[src/rtl/sgm_pkg.sv]
// Shared definitions for the SGM stream pipeline stages: default geometry,
// frame-sequencer state encoding and small helpers.
package sgm_pkg;

    // Default image and window geometry shared by the SGM stages.
    localparam int DEF_IMG_W        = 640;
    localparam int DEF_IMG_H        = 480;
    localparam int DEF_WIN_H        = 5;
    localparam int DEF_WIN_W        = 5;
    localparam int DEF_FLUSH_CYCLES = 16;
    localparam int DEF_ROW_WIDTH    = 10;
    localparam int DEF_COL_WIDTH    = 11;
    localparam int DEF_LB_SEL_WIDTH = 2;
    localparam int FRAME_CNT_WIDTH  = 8;

    // Frame sequencer states.
    typedef enum logic [1:0] {
        ST_IDLE     = 2'd0,
        ST_WAIT_SOF = 2'd1,
        ST_ACTIVE   = 2'd2,
        ST_FLUSH    = 2'd3
    } seq_state_t;

    // Polarity selector for the edge detector.
    typedef enum logic {
        EDGE_RISE = 1'b0,
        EDGE_FALL = 1'b1
    } edge_kind_t;

    // Per-cycle decode of what the sequencer does in the current cycle.
    typedef struct packed {
        logic pixel;      // a counted pixel is accepted
        logic line_end;   // falling de inside ACTIVE
        logic frame_end;  // line_end on the last line of the frame
        logic restart;    // rising vsync inside ACTIVE
        logic sof;        // a frame starts (fresh or restarted)
        logic eof;        // frame completes and drains
        logic err_set;    // any malformed-frame condition
        logic win_valid;  // pixel lies inside the full window area
    } seq_ctrl_t;

    // Increment that wraps back to 0 after reaching 'last'.
    function automatic int wrap_inc(input int value, input int last);
        return (value >= last) ? 0 : value + 1;
    endfunction

endpackage

[src/rtl/sgm_frame_sequencer_if.sv]
// Video timing in / frame control out bundle of the SGM frame sequencer.
// master = timing source and downstream consumers, slave = the sequencer.
interface sgm_frame_sequencer_if
    import sgm_pkg::*;
#(
    parameter int ROW_WIDTH    = DEF_ROW_WIDTH,
    parameter int COL_WIDTH    = DEF_COL_WIDTH,
    parameter int LB_SEL_WIDTH = DEF_LB_SEL_WIDTH
);

    // Video timing and arm request.
    logic                       de_in;
    logic                       h_sync_in;
    logic                       v_sync_in;
    logic                       enable_in;

    // Pixel stream qualifiers and frame control.
    logic                       de_out;
    logic [ROW_WIDTH-1:0]       row_out;
    logic [COL_WIDTH-1:0]       col_out;
    logic                       win_valid_out;
    logic [LB_SEL_WIDTH-1:0]    lb_wr_sel_out;
    logic                       sof_out;
    logic                       eol_out;
    logic                       eof_out;
    logic                       flush_out;
    logic                       busy_out;
    logic [FRAME_CNT_WIDTH-1:0] frame_cnt_out;
    logic                       err_out;

    modport master (
        output de_in, h_sync_in, v_sync_in, enable_in,
        input  de_out, row_out, col_out, win_valid_out, lb_wr_sel_out,
               sof_out, eol_out, eof_out, flush_out, busy_out,
               frame_cnt_out, err_out
    );

    modport slave (
        input  de_in, h_sync_in, v_sync_in, enable_in,
        output de_out, row_out, col_out, win_valid_out, lb_wr_sel_out,
               sof_out, eol_out, eof_out, flush_out, busy_out,
               frame_cnt_out, err_out
    );

endinterface

[src/rtl/sgm_edge_detect.sv]
// Registered edge detector: keeps last cycle's level and flags a rising or
// falling transition of the incoming signal in the current cycle.
module sgm_edge_detect
    import sgm_pkg::*;
#(
    parameter edge_kind_t KIND = EDGE_RISE
) (
    input  logic clk,
    input  logic rst,
    input  logic sig,
    output logic pulse
);

    logic sig_q;

    // Previous-cycle copy of the input level.
    always_ff @(posedge clk) begin
        // NOTE: state is updated with <= so every flop samples pre-edge values,
        // independent of the order the simulator evaluates blocks in.
        if (rst) sig_q <= 1'b0;
        else     sig_q <= sig;
    end

    assign pulse = (KIND == EDGE_RISE) ? (sig & ~sig_q) : (~sig & sig_q);

endmodule

[src/rtl/sgm_frame_sequencer.sv]
// Frame-level controller of the SGM pipeline: tracks pixel coordinates,
// arms at frame boundaries, drives line-buffer ping-pong select and the
// window qualifier, drains after the last line and flags malformed frames.
module sgm_frame_sequencer
    import sgm_pkg::*;
#(
    parameter int IMG_W        = DEF_IMG_W,
    parameter int IMG_H        = DEF_IMG_H,
    parameter int WIN_H        = DEF_WIN_H,
    parameter int WIN_W        = DEF_WIN_W,
    parameter int FLUSH_CYCLES = DEF_FLUSH_CYCLES,
    parameter int ROW_WIDTH    = DEF_ROW_WIDTH,
    parameter int COL_WIDTH    = DEF_COL_WIDTH,
    parameter int LB_SEL_WIDTH = DEF_LB_SEL_WIDTH
) (
    input  logic               clk,
    input  logic               rst,
    sgm_frame_sequencer_if.slave bus
);

    localparam int FLUSH_W = $clog2(FLUSH_CYCLES + 1);
    localparam int LB_LAST = WIN_H - 2;

    localparam logic [COL_WIDTH-1:0] COL_FULL   = COL_WIDTH'(IMG_W);
    localparam logic [COL_WIDTH-1:0] COL_WIN    = COL_WIDTH'(WIN_W - 1);
    localparam logic [ROW_WIDTH-1:0] ROW_LAST   = ROW_WIDTH'(IMG_H - 1);
    localparam logic [ROW_WIDTH-1:0] ROW_WIN    = ROW_WIDTH'(WIN_H - 1);
    localparam logic [FLUSH_W-1:0]   FLUSH_LAST = FLUSH_W'(FLUSH_CYCLES - 1);

    seq_state_t                 state;
    seq_state_t                 next_state;
    seq_ctrl_t                  ctrl;

    logic                       de_fall;
    logic                       hs_rise;
    logic                       vs_rise;

    logic [COL_WIDTH-1:0]       col_cnt;
    logic [ROW_WIDTH-1:0]       row_cnt;
    logic [LB_SEL_WIDTH-1:0]    lb_sel;
    logic [FLUSH_W-1:0]         flush_cnt;
    logic                       flush_last;
    logic                       frame_done_q;
    logic [FRAME_CNT_WIDTH-1:0] frame_cnt;
    logic                       err;

    sgm_edge_detect #(.KIND(EDGE_FALL)) u_de_edge (
        .clk   (clk),
        .rst   (rst),
        .sig   (bus.de_in),
        .pulse (de_fall)
    );

    sgm_edge_detect #(.KIND(EDGE_RISE)) u_hs_edge (
        .clk   (clk),
        .rst   (rst),
        .sig   (bus.h_sync_in),
        .pulse (hs_rise)
    );

    sgm_edge_detect #(.KIND(EDGE_RISE)) u_vs_edge (
        .clk   (clk),
        .rst   (rst),
        .sig   (bus.v_sync_in),
        .pulse (vs_rise)
    );

    assign flush_last = (flush_cnt == FLUSH_LAST);

    // FSM state register.
    always_ff @(posedge clk) begin
        if (rst) state <= ST_IDLE;
        else     state <= next_state;
    end

    // FSM next-state decode. A rising vsync in ACTIVE re-arms and starts the
    // new frame in the same step, so it stays in ACTIVE; that also covers
    // vsync coinciding with the final line end (vsync wins over FLUSH).
    always_comb begin
        // NOTE: default first so every path assigns next_state; a missing
        // branch would otherwise infer a latch.
        next_state = state;
        unique case (state)
            ST_IDLE:     if (bus.enable_in) next_state = ST_WAIT_SOF;
            ST_WAIT_SOF: if (vs_rise)       next_state = ST_ACTIVE;
            ST_ACTIVE: begin
                if (vs_rise)
                    next_state = ST_ACTIVE;
                else if (de_fall && (row_cnt == ROW_LAST))
                    next_state = ST_FLUSH;
            end
            ST_FLUSH: begin
                if (flush_last)
                    next_state = bus.enable_in ? ST_WAIT_SOF : ST_IDLE;
            end
            default:     next_state = ST_IDLE;
        endcase
    end

    // FSM output decode; everything here is registered before leaving.
    always_comb begin
        ctrl           = '0;
        ctrl.pixel     = (state == ST_ACTIVE) && bus.de_in && (col_cnt < COL_FULL);
        ctrl.line_end  = (state == ST_ACTIVE) && de_fall;
        ctrl.frame_end = ctrl.line_end && (row_cnt == ROW_LAST);
        ctrl.restart   = (state == ST_ACTIVE) && vs_rise;
        ctrl.sof       = ((state == ST_WAIT_SOF) && vs_rise) || ctrl.restart;
        ctrl.eof       = ctrl.frame_end && !ctrl.restart;
        ctrl.win_valid = ctrl.pixel && (row_cnt >= ROW_WIN) && (col_cnt >= COL_WIN);
        // Malformed: wrong line length, pixels past the end of a line,
        // hsync rising mid-line, or vsync cutting the frame short.
        ctrl.err_set   = (ctrl.line_end && (col_cnt != COL_FULL))
                       || ((state == ST_ACTIVE) && bus.de_in && (col_cnt == COL_FULL))
                       || ((state == ST_ACTIVE) && bus.de_in && hs_rise)
                       || (ctrl.restart && !ctrl.frame_end);
    end

    // Coordinate, line-buffer, drain and frame counters.
    always_ff @(posedge clk) begin
        if (rst) begin
            col_cnt      <= '0;
            row_cnt      <= '0;
            lb_sel       <= '0;
            flush_cnt    <= '0;
            frame_done_q <= 1'b0;
            frame_cnt    <= '0;
            err          <= 1'b0;
        end else begin
            // A restart is applied after the line end, so it overrides it.
            if (ctrl.sof) begin
                col_cnt <= '0;
                row_cnt <= '0;
                lb_sel  <= '0;
            end else if (ctrl.line_end) begin
                col_cnt <= '0;
                if (row_cnt != ROW_LAST) row_cnt <= row_cnt + 1'b1;
                lb_sel  <= LB_SEL_WIDTH'(wrap_inc(int'(lb_sel), LB_LAST));
            end else if (ctrl.pixel) begin
                col_cnt <= col_cnt + 1'b1;
            end

            flush_cnt    <= ((state == ST_FLUSH) && !flush_last) ? flush_cnt + 1'b1 : '0;
            frame_done_q <= (state == ST_FLUSH) && flush_last;
            if (frame_done_q) frame_cnt <= frame_cnt + 1'b1;

            if (ctrl.err_set)  err <= 1'b1;
            else if (ctrl.sof) err <= 1'b0;
        end
    end

    // Registered pixel-stream and frame-control outputs.
    always_ff @(posedge clk) begin
        if (rst) begin
            bus.de_out        <= 1'b0;
            bus.row_out       <= '0;
            bus.col_out       <= '0;
            bus.win_valid_out <= 1'b0;
            bus.sof_out       <= 1'b0;
            bus.eol_out       <= 1'b0;
            bus.eof_out       <= 1'b0;
            bus.flush_out     <= 1'b0;
            bus.busy_out      <= 1'b0;
        end else begin
            bus.de_out        <= ctrl.pixel;
            if (ctrl.pixel) begin
                bus.row_out <= row_cnt;
                bus.col_out <= col_cnt;
            end
            bus.win_valid_out <= ctrl.win_valid;
            bus.sof_out       <= ctrl.sof;
            bus.eol_out       <= ctrl.line_end;
            bus.eof_out       <= ctrl.eof;
            bus.flush_out     <= (state == ST_FLUSH);
            bus.busy_out      <= (next_state != ST_IDLE);
        end
    end

    assign bus.lb_wr_sel_out = lb_sel;
    assign bus.frame_cnt_out = frame_cnt;
    assign bus.err_out       = err;

endmodule

[src/flat_wrapper.sv]
// flat-port wrapper written by rule: the top's interface ports become plain ports
module sgm_frame_sequencer_flat import sgm_pkg::*;
#(
    parameter int IMG_W        = DEF_IMG_W,
    parameter int IMG_H        = DEF_IMG_H,
    parameter int WIN_H        = DEF_WIN_H,
    parameter int WIN_W        = DEF_WIN_W,
    parameter int FLUSH_CYCLES = DEF_FLUSH_CYCLES,
    parameter int ROW_WIDTH    = DEF_ROW_WIDTH,
    parameter int COL_WIDTH    = DEF_COL_WIDTH,
    parameter int LB_SEL_WIDTH = DEF_LB_SEL_WIDTH
)
  (clk, rst, bus_de_in, bus_h_sync_in, bus_v_sync_in, bus_enable_in, bus_de_out, bus_row_out, bus_col_out, bus_win_valid_out, bus_lb_wr_sel_out, bus_sof_out, bus_eol_out, bus_eof_out, bus_flush_out, bus_busy_out, bus_frame_cnt_out, bus_err_out);
  sgm_frame_sequencer_if #(.ROW_WIDTH(ROW_WIDTH), .COL_WIDTH(COL_WIDTH), .LB_SEL_WIDTH(LB_SEL_WIDTH)) bus_i ();
  input  logic clk;
  input  logic rst;
  input wire logic [$bits(bus_i.de_in)-1:0] bus_de_in;
  input wire logic [$bits(bus_i.h_sync_in)-1:0] bus_h_sync_in;
  input wire logic [$bits(bus_i.v_sync_in)-1:0] bus_v_sync_in;
  input wire logic [$bits(bus_i.enable_in)-1:0] bus_enable_in;
  output wire logic [$bits(bus_i.de_out)-1:0] bus_de_out;
  output wire logic [$bits(bus_i.row_out)-1:0] bus_row_out;
  output wire logic [$bits(bus_i.col_out)-1:0] bus_col_out;
  output wire logic [$bits(bus_i.win_valid_out)-1:0] bus_win_valid_out;
  output wire logic [$bits(bus_i.lb_wr_sel_out)-1:0] bus_lb_wr_sel_out;
  output wire logic [$bits(bus_i.sof_out)-1:0] bus_sof_out;
  output wire logic [$bits(bus_i.eol_out)-1:0] bus_eol_out;
  output wire logic [$bits(bus_i.eof_out)-1:0] bus_eof_out;
  output wire logic [$bits(bus_i.flush_out)-1:0] bus_flush_out;
  output wire logic [$bits(bus_i.busy_out)-1:0] bus_busy_out;
  output wire logic [$bits(bus_i.frame_cnt_out)-1:0] bus_frame_cnt_out;
  output wire logic [$bits(bus_i.err_out)-1:0] bus_err_out;
  assign bus_i.de_in = bus_de_in;
  assign bus_i.h_sync_in = bus_h_sync_in;
  assign bus_i.v_sync_in = bus_v_sync_in;
  assign bus_i.enable_in = bus_enable_in;
  assign bus_de_out = bus_i.de_out;
  assign bus_row_out = bus_i.row_out;
  assign bus_col_out = bus_i.col_out;
  assign bus_win_valid_out = bus_i.win_valid_out;
  assign bus_lb_wr_sel_out = bus_i.lb_wr_sel_out;
  assign bus_sof_out = bus_i.sof_out;
  assign bus_eol_out = bus_i.eol_out;
  assign bus_eof_out = bus_i.eof_out;
  assign bus_flush_out = bus_i.flush_out;
  assign bus_busy_out = bus_i.busy_out;
  assign bus_frame_cnt_out = bus_i.frame_cnt_out;
  assign bus_err_out = bus_i.err_out;
  sgm_frame_sequencer #(.IMG_W(IMG_W), .IMG_H(IMG_H), .WIN_H(WIN_H), .WIN_W(WIN_W), .FLUSH_CYCLES(FLUSH_CYCLES), .ROW_WIDTH(ROW_WIDTH), .COL_WIDTH(COL_WIDTH), .LB_SEL_WIDTH(LB_SEL_WIDTH)) u_core (.clk(clk), .rst(rst), .bus(bus_i));
endmodule
[config.mk]
export PLATFORM = sky130hd
export DESIGN_NAME = sgm_frame_sequencer_flat
export DESIGN_NICKNAME = d
export VERILOG_FILES = /design/src/rtl/sgm_pkg.sv /design/src/rtl/sgm_frame_sequencer_if.sv /design/src/rtl/sgm_edge_detect.sv /design/src/rtl/sgm_frame_sequencer.sv /design/src/flat_wrapper.sv
export SDC_FILE = /design/constraint.sdc
export NUM_CORES = 1
export LEC_CHECK = 0
export CAP_MARGIN = 15
export CORE_MARGIN = 3
export CORE_UTILIZATION = 53
export CTS_CLUSTER_SIZE = 20
export DETAILED_ROUTE_END_ITERATION = 16
export HOLD_SLACK_MARGIN = 0.08
export PLACE_DENSITY = 0.83
export SETUP_SLACK_MARGIN = 0.15
export SLEW_MARGIN = 15
export SYNTH_ARGS = -nofsm -noshare
export SYNTH_HDL_FRONTEND = slang
export SYNTH_SLANG_ARGS = --single-unit
[constraint.sdc]
create_clock -name clk -period 1.95 [get_ports clk]
set_clock_uncertainty 0.05 [all_clocks]
set_input_delay 0.195 -clock clk [delete_from_list [all_inputs] [get_ports clk]]
set_output_delay 0.195 -clock clk [all_outputs]
set_load 0.02 [all_outputs]
After elaboration in Yosys (flattened, before gate mapping)

Index checks and enable logic that the tools add are counted.
Widths: inputs -> output; s select.

Output and inout port bits: 39
Register bits after elaboration: 71
Word-level logic and storage cells: 84
Input bits: 6

Order comparisons: 4
Multiplexer cells: 10
Reductions and logical operators: 30
Bitwise logic cells: 7
Equality and inequality tests: 8
Add/sub/neg operators: 5

Operator list:

| kind                  | count |
|---|---|
| $logic_and 1x1->1     | 16 |
| $mux 2                | 6 |
| $add 11x1->11 const B | 1 |
| $eq 11x10->1 const B  | 1 |
| $ge 11x3->1 const B   | 1 |
| $lt 11x10->1 const B  | 1 |
| $ne 11x10->1 const B  | 1 |
| $add 10x1->10 const B | 1 |
| $eq 10x9->1 const B   | 1 |
| $ge 10x3->1 const B   | 1 |
| $ne 10x9->1 const B   | 1 |
| $add 8x1->8 const B   | 1 |
| $pmux 2 s4            | 1 |
| $add 5x1->5 const B   | 1 |
| $eq 5x4->1 const B    | 1 |
| $eq 2x2->1 const B    | 2 |
| $logic_or 1x1->1      | 4 |
| $not 1->1             | 4 |
| $reduce_bool 2->1     | 2 |
| $reduce_or 2->1       | 2 |
| $and 1x1->1           | 3 |
| $logic_not 1->1       | 3 |
| $mux 1                | 3 |
| $reduce_or 3->1       | 1 |
| 5 further kinds       | 5 |

Longest topological paths before layout

Word-level depth: 8
Mapped depth: 7

Cells and area by module

A second synthesis with hierarchy kept.

Cell total of the unflattened synthesis: 335
Area, all modules: 2,945.3 um2

Modules (own cells, without submodules):

| module                                  | seq. area each (um2) | area an instance (um2) | times used | cells each |
|---|---|---|---|---|
| sgm_frame_sequencer                     | 1,361.3              | 2,815.2                | 1          | 326 |
| sgm_edge_detect at u_core.u_hs_edge ... | 20.0                 | 47.5                   | 2          | 3 |
| sgm_edge_detect at u_core.u_de_edge     | 20.0                 | 35.0                   | 1          | 3 |

Worst setup path after synthesis

No wires, ideal clock.

Kind: reg-to-reg
Start point: register u_core.state[0]
End point: register u_core.col_cnt[4]
Data arrival time: 1,612 ps
Slack: 218 ps
Buffers on the path: 2
Stages on the path, launching flop included: 7
Setup time: 70 ps
Required time: 1,830 ps
Cells stage by stage: dfxtp_1 > buf_2 > nand3b_4 > or4b_1 > buf_2 > or3_1 > a21oi_1

Word-level cells in the longest chain between the ends: 4
Elaborated cells on any way between the ends: 9
Classes of those cells: eq/ne (2); reduce/logical (7)

RTL lines:

| item                                        | line                                                   | RTL |
|---|---|---|
| from (decl)                                 | sgm_frame_sequencer.sv:30                              | `seq_state_t state;` |
| from (signal assigned)                      | sgm_frame_sequencer.sv:73                              | `else state <= next_state;` |
| $eq 2x1->1 or $eq 2x2->1 (tied branches)    | -                                                      |  |
| $logic_and 1x1->1, on equally long branches | sgm_frame_sequencer.sv:107, sgm_frame_sequencer.sv:106 |  |
| $logic_or 1x1->1                            | sgm_frame_sequencer.sv:107                             | `ctrl.sof = ((state == ST_WAIT_SOF) && vs_rise) \|\| ctrl.restart;` |
| $reduce_or 3->1 (no source line)            | -                                                      |  |
| to (signal assigned)                        | sgm_frame_sequencer.sv:139                             | `col_cnt <= col_cnt + 1'b1;` |
| to (decl)                                   | sgm_frame_sequencer.sv:38                              | `logic [COL_WIDTH-1:0] col_cnt;` |

Parallel ways exist; a longest one is shown, timed or not.
A chain may end at the register's enable or synchronous reset.

Final worst setup path

Start point: register u_core.flush_cnt[0]
End point: register u_core.bus.busy_out

Word-level cells in the longest chain between the ends: 4

RTL lines:

| item                   | line                         | RTL |
|---|---|---|
| from (decl)            | sgm_frame_sequencer.sv:41    | `logic [FLUSH_W-1:0] flush_cnt;` |
| from (signal assigned) | sgm_frame_sequencer.sv:142   | `flush_cnt <= ((state == ST_FLUSH) && !flush_last) ? flush_cnt + 1'b1 : '0;` |
| $eq 5x4->1             | sgm_frame_sequencer.sv:68    | `assign flush_last = (flush_cnt == FLUSH_LAST);` |
| $mux 2                 | sgm_frame_sequencer.sv:93    | `if (flush_last)` |
| $pmux 2 s4             | sgm_frame_sequencer.sv:83    | `unique case (state)` |
| $reduce_bool 2->1      | sgm_frame_sequencer.sv:174   | `bus.busy_out <= (next_state != ST_IDLE);` |
| to (signal assigned)   | sgm_frame_sequencer.sv:174   |  |
| to (decl)              | sgm_frame_sequencer_if.sv:41 | `sof_out, eol_out, eof_out, flush_out, busy_out,` |

Every way passes these cells.

==> impl_results.html <==
<table>
<tr><th>Metric</th><th>Value</th></tr>
<tr><th colspan="2">Synthesis</th></tr>
<tr><td>Post-synthesis instance area</td><td>0.00291 sq mm</td></tr>
<tr><td>Most used DFF post-synth</td><td>sky130_fd_sc_hd__dfxtp_1</td></tr>
<tr><td>Post-synthesis area per instance</td><td>8.64 sq um</td></tr>
<tr><td>Number of register bits inferred by synthesis</td><td>71</td></tr>
<tr><td>Ys Warns</td><td>0</td></tr>
<tr><td>Post-synthesis instance total</td><td>337</td></tr>
<tr><td>Post-synthesis sequential area ratio</td><td>approximately half</td></tr>
<tr><td>Number of different library cells in the post-synthesis netlist</td><td>47</td></tr>
<tr><td>Library cell occupying the most area in the post-synthesis netlist</td><td>sky130_fd_sc_hd__dfxtp_1</td></tr>
<tr><td>Share of synthesized flip-flops with an asynchronous set or reset</td><td>0%</td></tr>
<tr><td>Top cells by area in the synthesized netlist</td><td>sky130_fd_sc_hd__dfxtp_1, sky130_fd_sc_hd__nand2_1, sky130_fd_sc_hd__a21oi_1, sky130_fd_sc_hd__nor2_1, sky130_fd_sc_hd__ha_1</td></tr>
<tr><td>Post-Syn Nets</td><td>351</td></tr>
<tr><td>Area share of the largest cell type after synthesis</td><td>48.8%</td></tr>
<tr><td>EDFF count, synth</td><td>0</td></tr>
<tr><th colspan="2">Global routing</th></tr>
<tr><td>First-pass GRT wire length</td><td>10600 um</td></tr>
<tr><td>Overall routing resource usage</td><td>21.5%</td></tr>
<tr><td>Largest net degree at the start of global routing</td><td>24</td></tr>
<tr><td>Antenna violations before repair</td><td>0</td></tr>
<tr><td>Total global routing overflow</td><td>0</td></tr>
<tr><td>Number of global-route vias before repair</td><td>2435</td></tr>
<tr><th colspan="2">Clocking</th></tr>
<tr><td>TritonCTS sink count</td><td>71</td></tr>
<tr><td>Number of buffers added by the clock tree synthesis step</td><td>9</td></tr>
<tr><td>Maximum buffer depth of the clock tree</td><td>2</td></tr>
<tr><td>Post-CTS repair timing setup buffer count</td><td>0</td></tr>
<tr><td>Clock tree from TritonCTS</td><td>yes</td></tr>
<tr><td>Clock-pin slew reported for the worst setup and hold paths after clock tree synthesis</td><td>70 ps</td></tr>
<tr><td>Source-to-sink clock delay at the later pin of the worst-skew pair</td><td>350 ps</td></tr>
<tr><td># H-tree levels</td><td>3</td></tr>
<tr><td>Cell at the root of the clock tree</td><td>sky130_fd_sc_hd__clkbuf_8</td></tr>
<tr><th colspan="2">Layout</th></tr>
<tr><td>Most common cell after layout, fill and taps aside</td><td>sky130_fd_sc_hd__dfxtp_1</td></tr>
<tr><td>Post-route cell area</td><td>between 0.003 and 0.004 sq mm</td></tr>
<tr><td>Final standard cell utilization of the core</td><td>74.5%</td></tr>
<tr><td>Commonest cells after routing, fill and taps aside</td><td>sky130_fd_sc_hd__dfxtp_1, sky130_fd_sc_hd__nand2_1, sky130_fd_sc_hd__clkdlybuf4s50_1</td></tr>
<tr><td>Antenna diodes</td><td>0</td></tr>
<tr><td>Layout area overhead</td><td>33.1%</td></tr>
<tr><td>Number of nets in the layout</td><td>410</td></tr>
<tr><td>Share of post-route cells with drive strength above 1</td><td>roughly 13%</td></tr>
<tr><th colspan="2">Setup path</th></tr>
<tr><td>Dominant delay contributor by cell family on the critical path</td><td>adder cells</td></tr>
<tr><td>Crit. End Element</td><td>flop</td></tr>
<tr><td>Ordered cell list for the critical path</td><td>ha_4 &gt; and3_4 &gt; ha_2 &gt; nor2b_4 &gt; maj3_1 &gt; o31a_1 &gt; o21bai_1</td></tr>
<tr><td>Data required time of the worst path</td><td>2180 ps</td></tr>
<tr><td>Worst setup path startpoint</td><td>u_core.flush_cnt[0]</td></tr>
<tr><td>Critical Path Source Type</td><td>flop</td></tr>
<tr><td>Reg-to-Reg Start</td><td>u_core.flush_cnt[0]</td></tr>
<tr><td>Arrival time worst endpoint</td><td>2010 ps</td></tr>
<tr><td>Maximum fanout along the worst path</td><td>4</td></tr>
<tr><td>Standard cell with the maximum stage delay on the critical path</td><td>sky130_fd_sc_hd__dfxtp_4</td></tr>
<tr><td>Class of the most critical setup path</td><td>reg2reg</td></tr>
<tr><td>Largest incremental delay on the critical path</td><td>360 ps</td></tr>
<tr><td>Buf+Inv Stages, Crit Path</td><td>0</td></tr>
<tr><th colspan="2">Place</th></tr>
<tr><td>Instance area at placement</td><td>0.00355 sq mm</td></tr>
<tr><td>Routability Congestion</td><td>between 0.7 and 0.8</td></tr>
<tr><td>Number of buffer cells added on primary ports</td><td>44</td></tr>
<tr><td>Setup slack at placement</td><td>-93.4 ps</td></tr>
<tr><td>Half-perimeter wire length of the detailed placement result</td><td>4490 um</td></tr>
<tr><th colspan="2">Die</th></tr>
<tr><td>Std cell rows</td><td>26</td></tr>
<tr><td>Initial core utilization</td><td>56.0%</td></tr>
<tr><td>Die extent in x</td><td>80.1 um</td></tr>
<tr><td>Vert. Die Dim</td><td>between 80 and 90 um</td></tr>
<tr><td>Floorplan Core Area</td><td>0.00520 sq mm</td></tr>
<tr><td>Die Footprint</td><td>0.00642 sq mm</td></tr>
<tr><td>I/O Pins</td><td>45</td></tr>
<tr><th colspan="2">STA</th></tr>
<tr><td>Number of setup violations in the final report</td><td>0</td></tr>
<tr><td>Timing-limited maximum frequency</td><td>564 MHz</td></tr>
<tr><td>Post-route setup slack</td><td>between 150 and 200 ps</td></tr>
<tr><td>Unrepaired setup endpoints after global routing</td><td>true</td></tr>
<tr><td>Final Hold Viols</td><td>0</td></tr>
<tr><td>Count of final max-slew check failures</td><td>0</td></tr>
<tr><td>Share of the clock period used by the worst path</td><td>between 90% and 100%</td></tr>
<tr><td>Measured slew at the worst slew-check pin</td><td>569 ps</td></tr>
<tr><td>Time the worst path needs with I/O delays and setup</td><td>around 1800 ps</td></tr>
<tr><td>Rel. slew slack</td><td>61.6%</td></tr>
<tr><th colspan="2">Hold path</th></tr>
<tr><td>Hold Crit Start</td><td>bus_h_sync_in</td></tr>
<tr><td>Class of the tightest hold or removal check</td><td>in2reg</td></tr>
<tr><th colspan="2">Power</th></tr>
<tr><td>Portion of total power attributed to sequential cells</td><td>45.9%</td></tr>
<tr><td>Clock power frac</td><td>49.5%</td></tr>
<tr><td>Net switching component of the power</td><td>0.647 mW</td></tr>
<tr><td>IR Drop Worst-Case VDD</td><td>620 uV</td></tr>
<tr><td>Power per cell area</td><td>832 mW/mm^2</td></tr>
<tr><td>Total power</td><td>3.22 mW</td></tr>
<tr><td>Switching power share of the total</td><td>20.1%</td></tr>
<tr><td>Part of the power in combinational logic</td><td>4.7%</td></tr>
<tr><td>Total leakage power</td><td>roughly 1.4 nW</td></tr>
<tr><td>Cell-internal power</td><td>2.58 mW</td></tr>
<tr><th colspan="2">Job</th></tr>
<tr><td>Number of violations of the max-capacitance limit</td><td>0</td></tr>
<tr><th colspan="2">Route</th></tr>
<tr><td>Vias post-DR</td><td>2563</td></tr>
<tr><td>Initial DRT Pass Iterations</td><td>4</td></tr>
<tr><td>Post-route antenna net violation count</td><td>0</td></tr>
<tr><td>Count of unresolved DRC violations after routing</td><td>0</td></tr>
<tr><td>Number of design-rule violations left by the first detailed-router iteration</td><td>about 130</td></tr>
<tr><td>Average wire per cell in the routed design</td><td>13.9 um</td></tr>
<tr><td>Final WL</td><td>roughly 6500 um</td></tr>
<tr><td>Via density per instance</td><td>about 5.4</td></tr>
<tr><th colspan="2">Status</th></tr>
<tr><td>Status</td><td>finished, final reports clean</td></tr>
</table>
## registers in the layout, indices dropped and copies added, names as in the netlist, 2 cells and up
| register | cells |
|---|---|
| u_core.row_cnt | 10 |
| u_core.bus.lb_wr_sel_out | 2 |
| u_core.bus.col_out | 11 |
| u_core.col_cnt | 11 |
| u_core.flush_cnt | 5 |
| u_core.state | 2 |
| u_core.bus.row_out | 10 |
| u_core.bus.frame_cnt_out | 8 |
## worst paths after layout
path | endpoint | slack (ps) | depth (start not counted)
worst max-delay path | u_core.bus.busy_out | 180 | 7
worst min-delay path | u_core.u_hs_edge.sig_q | 380 | 2
worst max register to register | u_core.bus.busy_out | 180 | 7
worst min register to register | u_core.flush_cnt[0] | 400 | 1
## worst reg2reg max path: cells and delay by family (launching register included)
| kind | cells | cell delay [ps] |
|---|---|---|
| and+or+nand+nor | 2 | 300 |
| AOI/OAI and AO/OA | 2 | 280 |
| adders and majority gates | 3 | 710 |
| DFF | 1 | 360 |
## repair_timing
| item | 4_1_cts | 5_1_grt |
|---|---|---|
| setup endpoints to repair | 5 | 9 |
| hold buffers | 0 | 0 |
| pin swaps | 0 | 3 |
| gates resized for setup | 2 | 12 |
## area by class of cell
cell class	count	area, sq um
clock buffer	11	151
timing repair buffer	66	618
clock inverter	5	128
tap	70	87.6
fill	375	1330
inverter	11	41.3
multi-input combinational	237	1420
sequential	71	1430
## per-layer routing
layer | up-vias | routed length (um) | track usage [%]
met1 | 1189 | 2720 | 25.4
met5 | - | 0 | 0
li1 | 1280 | - | -
met4 | 0 | 140 | 12.2
met3 | 13 | 423 | 4.48
met2 | 81 | 3250 | 35.9
## cell families after synthesis
kind of cell / share of synthesized area, %
AOI/OAI and AO/OA: 13.1
xor gates and xnor gates: 4.21
adders and majority gates: 3.78
buffers and inverters: 3.87
DFF: 48.8
muxes: 1.07
and+or+nand+nor: 25.2
## cells in the mapped netlist, types with 2 or more instances
cell / count
sky130_fd_sc_hd__a311oi_1: 2
sky130_fd_sc_hd__inv_1: 11
sky130_fd_sc_hd__nor3_1: 5
sky130_fd_sc_hd__nor2_1: 27
sky130_fd_sc_hd__and2_1: 5
sky130_fd_sc_hd__nor2b_1: 5
sky130_fd_sc_hd__nand3_1: 6
sky130_fd_sc_hd__and3_1: 5
sky130_fd_sc_hd__ha_1: 8
sky130_fd_sc_hd__nand2_1: 61
sky130_fd_sc_hd__nand4_1: 6
sky130_fd_sc_hd__o21ai_0: 11
sky130_fd_sc_hd__xor2_1: 6
sky130_fd_sc_hd__dfxtp_1: 71
sky130_fd_sc_hd__a211o_1: 2
sky130_fd_sc_hd__a21oi_1: 34
sky130_fd_sc_hd__nor4_1: 5
sky130_fd_sc_hd__nand4b_1: 2
sky130_fd_sc_hd__mux2i_1: 2
sky130_fd_sc_hd__nor3b_1: 2
sky130_fd_sc_hd__a211oi_1: 2
sky130_fd_sc_hd__xnor2_1: 8
sky130_fd_sc_hd__buf_2: 3
sky130_fd_sc_hd__a31oi_1: 3
sky130_fd_sc_hd__clkbuf_1: 15
sky130_fd_sc_hd__or3_1: 9
## per-stage QoR
stage | hold slack (ps) | setup TNS, ps | std cells
6_report | 377 | 0 | 471
5_1_grt | 421 | 0 | 471
4_1_cts | 378 | 0 | 471
3_5_place_dp | 398 | -394 | 455
3_3_place_gp | 379 | -127 | 455
2_1_floorplan | 273 | 0 | 337
## power by group through the flow
stage | Combinational (mW) | Clock (mW) | Sequential [mW]
5_1_grt | 0.164 | 1.68 | 1.48
4_1_cts | 0.147 | 1.61 | 1.48
3_5_place_dp | 0.146 | 0 | 1.51
2_1_floorplan | 0.0850 | 0 | 1.51
3_3_place_gp | 0.143 | 0 | 1.51
6_report | 0.151 | 1.59 | 1.48
(Power assumes the default switching activity.)
